## config.mk

```make
export PLATFORM = sky130hd
export DESIGN_NAME = dice_turn_controller
export DESIGN_NICKNAME = d
export VERILOG_FILES = /design/src/rtl/dice_pkg.sv /design/src/rtl/dice_debounce.sv /design/src/rtl/dice_turn_controller.sv
export SDC_FILE = /design/constraint.sdc
export NUM_CORES = 1
export LEC_CHECK = 0
export BUFFER_PORTS_ARGS = -buffer_cell sky130_fd_sc_hd__buf_2
export CAP_MARGIN = 20
export CORE_ASPECT_RATIO = 1.25
export CORE_MARGIN = 1.5
export CORE_UTILIZATION = 43
export DETAILED_ROUTE_END_ITERATION = 12
export GPL_TIMING_DRIVEN = 0
export SLEW_MARGIN = 20
export SYNTH_ARGS = -nofsm -noshare
export SYNTH_HDL_FRONTEND = slang
export SYNTH_HIERARCHICAL = 1
export SYNTH_SLANG_ARGS = --single-unit
```

## constraint.sdc

```tcl
create_clock -name clk -period 3.68 [get_ports clk]
set_input_delay 0.552 -clock clk [delete_from_list [all_inputs] [get_ports clk]]
set_output_delay 0.552 -clock clk [all_outputs]
set_load 0.01 [all_outputs]
```

## src/rtl/dice_pkg.sv

```systemverilog
// ============================================================================
// Module  : dice_pkg
// Brief   : Shared types and helpers for the multi-die turn controller.
// Revision: 1.0 - initial release
// ============================================================================
`default_nettype none

package dice_pkg;

  localparam int RL_W = 3;

  typedef enum logic [1:0] {
    IDLE = 2'd0,
    TURN = 2'd1,
    DONE = 2'd2
  } turn_state_e;

  function automatic int val_w(input int faces);
    return $clog2(faces + 1);
  endfunction

endpackage

`default_nettype wire

```

## src/rtl/dice_debounce.sv

```systemverilog
// ============================================================================
// Module  : dice_debounce
// Brief   : Two-flop synchroniser, consecutive-sample debounce, registered fall pulse.
// Revision: 1.0 - initial release
// ============================================================================
`default_nettype none

module dice_debounce #(
  parameter int DEB_CYCLES = 4
) (
  input  logic clk,
  input  logic rst_n,
  input  logic din,
  output logic level,
  output logic fall_pulse
);

  localparam int CNT_W = (DEB_CYCLES > 1) ? $clog2(DEB_CYCLES) : 1;
  localparam logic [CNT_W-1:0] CNT_LAST = CNT_W'(DEB_CYCLES - 1);

  logic             sync1_q;
  logic             sync2_q;
  logic             level_q;
  logic             level_dly_q;
  logic             fall_q;
  logic [CNT_W-1:0] cnt_q;

  always_ff @(posedge clk or negedge rst_n) begin
    if (!rst_n) begin
      sync1_q     <= 1'b0;
      sync2_q     <= 1'b0;
      level_q     <= 1'b0;
      level_dly_q <= 1'b0;
      fall_q      <= 1'b0;
      cnt_q       <= '0;
    end else begin
      sync1_q     <= din;
      sync2_q     <= sync1_q;
      level_dly_q <= level_q;
      fall_q      <= level_dly_q & ~level_q;
      // Any sample agreeing with the accepted level restarts the count.
      if (sync2_q != level_q) begin
        if (cnt_q == CNT_LAST) begin
          level_q <= sync2_q;
          cnt_q   <= '0;
        end else begin
          cnt_q <= cnt_q + 1'b1;
        end
      end else begin
        cnt_q <= '0;
      end
    end
  end

  assign level      = level_q;
  assign fall_pulse = fall_q;

endmodule

`default_nettype wire

```

## src/rtl/dice_turn_controller.sv

```systemverilog
// ============================================================================
// Module  : dice_turn_controller
// Brief   : Odometer dice, debounced roll button and per-turn hold/capture FSM.
//           Optional registered dice_sum output when DICE_SUM_EN is defined.
// Revision: 1.0 - initial release
// ============================================================================
`default_nettype none

module dice_turn_controller
  import dice_pkg::*;
#(
  parameter int NUM_DICE   = 5,
  parameter int FACES      = 6,
  parameter int DEB_CYCLES = 4,
  parameter int MAX_ROLLS  = 3
) (
  input  logic                                   clk,
  input  logic                                   rst_n,
  input  logic                                   roll_btn,
  input  logic [NUM_DICE-1:0]                    hold_mask,
  input  logic                                   new_turn,
  output logic [NUM_DICE*val_w(FACES)-1:0]       stored_values,
  output logic                                   rolled,
  output logic [RL_W-1:0]                        rolls_left,
  output logic                                   turn_done
`ifdef DICE_SUM_EN
  ,
  output logic [$clog2(NUM_DICE*FACES+1)-1:0]    dice_sum
`endif
);

  localparam int VAL_W = val_w(FACES);
  localparam logic [VAL_W-1:0] FACE_MAX  = VAL_W'(FACES);
  localparam logic [RL_W-1:0]  ROLLS_MAX = RL_W'(MAX_ROLLS);

  logic                roll_req;
  logic [VAL_W-1:0]    run_q [NUM_DICE];
  logic [NUM_DICE-1:0] step;
  logic [NUM_DICE-1:0] wrap;

  dice_debounce #(
    .DEB_CYCLES(DEB_CYCLES)
  ) u_debounce (
    .clk       (clk),
    .rst_n     (rst_n),
    .din       (roll_btn),
    .level     (),
    .fall_pulse(roll_req)
  );

  // Odometer: die i advances only when every lower die wraps this cycle.
  for (genvar gi = 0; gi < NUM_DICE; gi++) begin : g_die
    assign wrap[gi] = (run_q[gi] == FACE_MAX);
    if (gi == 0) begin : g_first
      assign step[gi] = 1'b1;
    end else begin : g_rest
      assign step[gi] = step[gi-1] & wrap[gi-1];
    end

    always_ff @(posedge clk or negedge rst_n) begin
      if (!rst_n) begin
        run_q[gi] <= VAL_W'(1);
      end else if (step[gi]) begin
        run_q[gi] <= wrap[gi] ? VAL_W'(1) : run_q[gi] + 1'b1;
      end
    end
  end

  turn_state_e                   state_q, state_d;
  logic [RL_W-1:0]               left_q, left_d;
  logic [NUM_DICE*VAL_W-1:0]     stored_q, stored_d;
  logic                          rolled_q, rolled_d;
  logic [NUM_DICE-1:0]           cap_en;

  always_comb begin
    state_d  = state_q;
    left_d   = left_q;
    stored_d = stored_q;
    rolled_d = 1'b0;
    cap_en   = '0;
    // new_turn has priority; a coincident roll request is dropped.
    if (new_turn) begin
      state_d = IDLE;
      left_d  = ROLLS_MAX;
    end else if (roll_req) begin
      case (state_q)
        IDLE: begin
          cap_en   = '1;
          rolled_d = 1'b1;
          left_d   = ROLLS_MAX - 1'b1;
          state_d  = (MAX_ROLLS == 1) ? DONE : TURN;
        end
        TURN: begin
          cap_en   = ~hold_mask;
          rolled_d = 1'b1;
          left_d   = left_q - 1'b1;
          state_d  = (left_q == RL_W'(1)) ? DONE : TURN;
        end
        default: ;
      endcase
    end
    for (int i = 0; i < NUM_DICE; i++) begin
      if (cap_en[i]) begin
        stored_d[i*VAL_W +: VAL_W] = run_q[i];
      end
    end
  end

  always_ff @(posedge clk or negedge rst_n) begin
    if (!rst_n) begin
      state_q  <= IDLE;
      left_q   <= ROLLS_MAX;
      stored_q <= '0;
      rolled_q <= 1'b0;
    end else begin
      state_q  <= state_d;
      left_q   <= left_d;
      stored_q <= stored_d;
      rolled_q <= rolled_d;
    end
  end

  assign stored_values = stored_q;
  assign rolled        = rolled_q;
  assign rolls_left    = left_q;
  assign turn_done     = (state_q == DONE);

`ifdef DICE_SUM_EN
  localparam int SUM_W = $clog2(NUM_DICE*FACES+1);

  logic [SUM_W-1:0] sum_q, sum_d;

  always_comb begin
    sum_d = '0;
    for (int i = 0; i < NUM_DICE; i++) begin
      sum_d = sum_d + SUM_W'(stored_d[i*VAL_W +: VAL_W]);
    end
  end

  always_ff @(posedge clk or negedge rst_n) begin
    if (!rst_n) begin
      sum_q <= '0;
    end else begin
      sum_q <= sum_d;
    end
  end

  assign dice_sum = sum_q;
`endif

endmodule

`default_nettype wire

```

==> flow_metrics.tcl <==
set metrics [dict create \
    status "finished clean" \
    yosysMostFrequentCell "dfrtp_1" \
    via_count 1219 \
    worstReg2RegStart "run_q[13]$_DFF_PN0_" \
    cp_cell_sequence "clkbuf_1 > nor2b_1 > buf_2" \
    rsz0062_at_grt "no" \
    synth_area_leaders "dfrtp_1, dfstp_2, mux2_2" \
    grt_max_degree 44 \
    clock-sinks 43 \
    ys_warn_count 6 \
    ant_nets 0 \
    p_leak_nw 1.006 \
    rows 26 \
    hold_viol_final 0 \
    stdcell_count 239 \
    whs_path_depth 0 \
    fin_ws_ps 1867 \
    fmax_mhz 551.5 \
    io_pins 29 \
    area_growth_pct 15.94 \
    placed_cell_area_um2 2054 \
    die_y_um 76.22 \
    synth-main-ff-cell "dfrtp_1" \
    clk_pin_slew_ps 80 \
    postCtsSetupRepairBufs 0 \
    cts-root-buf "clkbuf_8" \
    die-area_um2 4693 \
    min_path_type "reg2reg" \
    nNetsFinal 194 \
    diodes 0 \
    gp_congestion 0.8112 \
    critical_path.max_fanout 10 \
    synthArstFlopShare_pct 100.0 \
    cp-startpoint "state_q[0]$_DFFE_PN0P_" \
    reg2reg_setup_slack_ps 2200 \
    clock_path_buffers 2 \
    dr.pass1.iters 4 \
    drtIter0Drc 19 \
    seq_area_frac_synth_pct 58.82 \
    cts-hold-fix-buffers 0 \
    skew_ps 4.978 \
    arrival_ps 1260 \
    syn_area_um2 1844 \
    grt_pass1_vias 1200 \
    coreArea_um2 4099 \
    worst_path_dominant_cell_family "buffers and inverters" \
    dp.cells 231 \
    crit_type "reg2out" \
    worst_pin_slew_ps 919.9 \
    gr-total-overflow 0 \
    clk_latency_ps 290 \
    io_buffers 28 \
    worstRegToRegCells 4 \
    ys_ff_latch 43 \
    worst_path_max_delay_cell "dfrtp_1" \
    cts_tree "built" \
    yosysTopAreaCellShare_pct 48.85 \
    grt_use_total_pct 15.41 \
    grt_pass1_wl_mm 5.485 \
    wl_mm 3.244 \
    setup.worst_path.end "turn_done" \
    fin_crit_sh_pct 49.27 \
    drive_gt1_share_pct 34.97 \
    num-fill-cells 400 \
    regToRegEndpoint "run_q[1]$_DFFE_PN0P_" \
    wl_per_cell_um 13.57 \
    setup_violations 0 \
    synth.distinct_cells 33 \
    pre_cts_slack_ps 1968 \
    dp_hpwl_mm 2.343 \
    cts-htree-levels 2 \
    syn_inst 147 \
    crit_path_end_kind "primary output" \
    crit_buf_inv 2 \
    drc_errors 0 \
    avgSynthCellArea_um2 12.55 \
    fp.dieW_um 61.58 \
    wl_met3_um 139 \
    cts_buffers 5 \
    cellPowerDensity_nw_per_um2 534.7 \
    crit_required_ps 3130 \
    slew_headroom_pct 38.67 \
    wl_met1_mm 1.418 \
    ctsResizeCount 0 \
    synth_top_cell_by_area "dfrtp_1" \
    post_drt_via_cell_ratio 5.100 \
    antenna_found_initial 0 \
    synth_edf_count 0 \
    synth_common_cells "dfrtp_1, mux2_2, nand2_1, nand2b_1" \
    ir_drop_mv 0.3707 \
    start_util_pct 44.99 \
    fin_area_um2 2138 \
    worstSetupPathDepth 3 \
    cp_slowest_stage_delay_ps 370 \
    maxSlewViolCount 0 \
    topRoutingLayerUsed "met4" \
    cap_viol_max_count 0 \
    startpoint_type "flop" \
    syn_nets 159 \
    final.setup.tns_ps 0 \
    min_period_ps 1813 \
    finalPower_mw 1.143 \
    route.met2.wl_mm 1.636 \
]
==> where the power goes <==
group,internal (mW),switching (mW),total [mW]
registers,0.553,0.0468,0.600
logic,0.131,0.130,0.261
clock network,0.130,0.153,0.283
total,0.813,0.330,1.14
==> metrics by stage <==
stage,utilization (%),hold WS [ps]
finish,52.17,356.6
global route,52.17,349.7
CTS,52.17,354.8
detailed placement,50.12,341.0
global placement,50.12,333.8
floorplan,-,256.4
==> layout by cell type, fill, tap and decap left out, types with 4 or more instances in the layout <==
| cell type | count |
|---|---|
| buf_2 | 28 |
| clkbuf_8 | 5 |
| dfrtp_1 | 36 |
| dfstp_2 | 7 |
| inv_1 | 7 |
| mux2_2 | 16 |
| nand2_1 | 14 |
| nand2b_1 | 8 |
| nand3b_1 | 4 |
| nor2_1 | 7 |
| nor2b_1 | 4 |
| o21ai_0 | 6 |
| xnor2_1 | 5 |
==> layout make-up <==
cell class	count	area, um2	area share (%)
flip-flops and latches	43	1085	50.73
inverters	7	26.28	1.229
multi-input cells	95	721.9	33.76
clock buffers	5	68.82	3.218
plain buffers	2	11.26	0.5266
clock inverters	3	15.01	0.7022
well taps	56	70.07	3.277
repair buffers	28	140.1	6.554
==> how the worst min path moves through the flow <==
stage,startpoint,end,slack (ps)
after floorplan,rst_n,rolled$_DFF_PN0_,260
after global placement,u_debounce/sync1_q$_DFF_PN0_,u_debounce/sync2_q$_DFF_PN0_,330
after detailed placement,u_debounce/sync1_q$_DFF_PN0_,u_debounce/sync2_q$_DFF_PN0_,340
after CTS,roll_btn,u_debounce/sync1_q$_DFF_PN0_,350
after global routing,roll_btn,u_debounce/sync1_q$_DFF_PN0_,350
final,u_debounce/sync1_q$_DFF_PN0_,u_debounce/sync2_q$_DFF_PN0_,360
==> per-layer routing <==
layer / vias to the layer above / global-route usage [%]
met5: - / 0
met3: 6 / 4.754
met1: 608 / 20.38
met4: 0 / 5.106
met2: 26 / 23.68
li1: 579 / -
==> cells by family (layout without fill, tap and decap cells) <==
logic type	after synthesis	after routing	share of synthesized area [%]
compound gates	15	15	5.428
xor+xnor	5	5	2.374
fa+ha+maj	3	3	2.035
buf+inv	9	45	2.035
flops	43	43	58.82
mux	21	21	12.62
simple gates	51	51	16.69
==> registers in the layout, summed over array words and instances, names as in the netlist <==
name	cells
u_debounce/fall_pulse	1
u_debounce/cnt_q	2
stored_values	15
run_q	15
state_q	2
u_debounce/sync1_q	1
u_debounce/level_dly_q	1
u_debounce/level	1
rolls_left	3
u_debounce/sync2_q	1
rolled	1
Note: power is estimated with default switching activity, not from simulation.
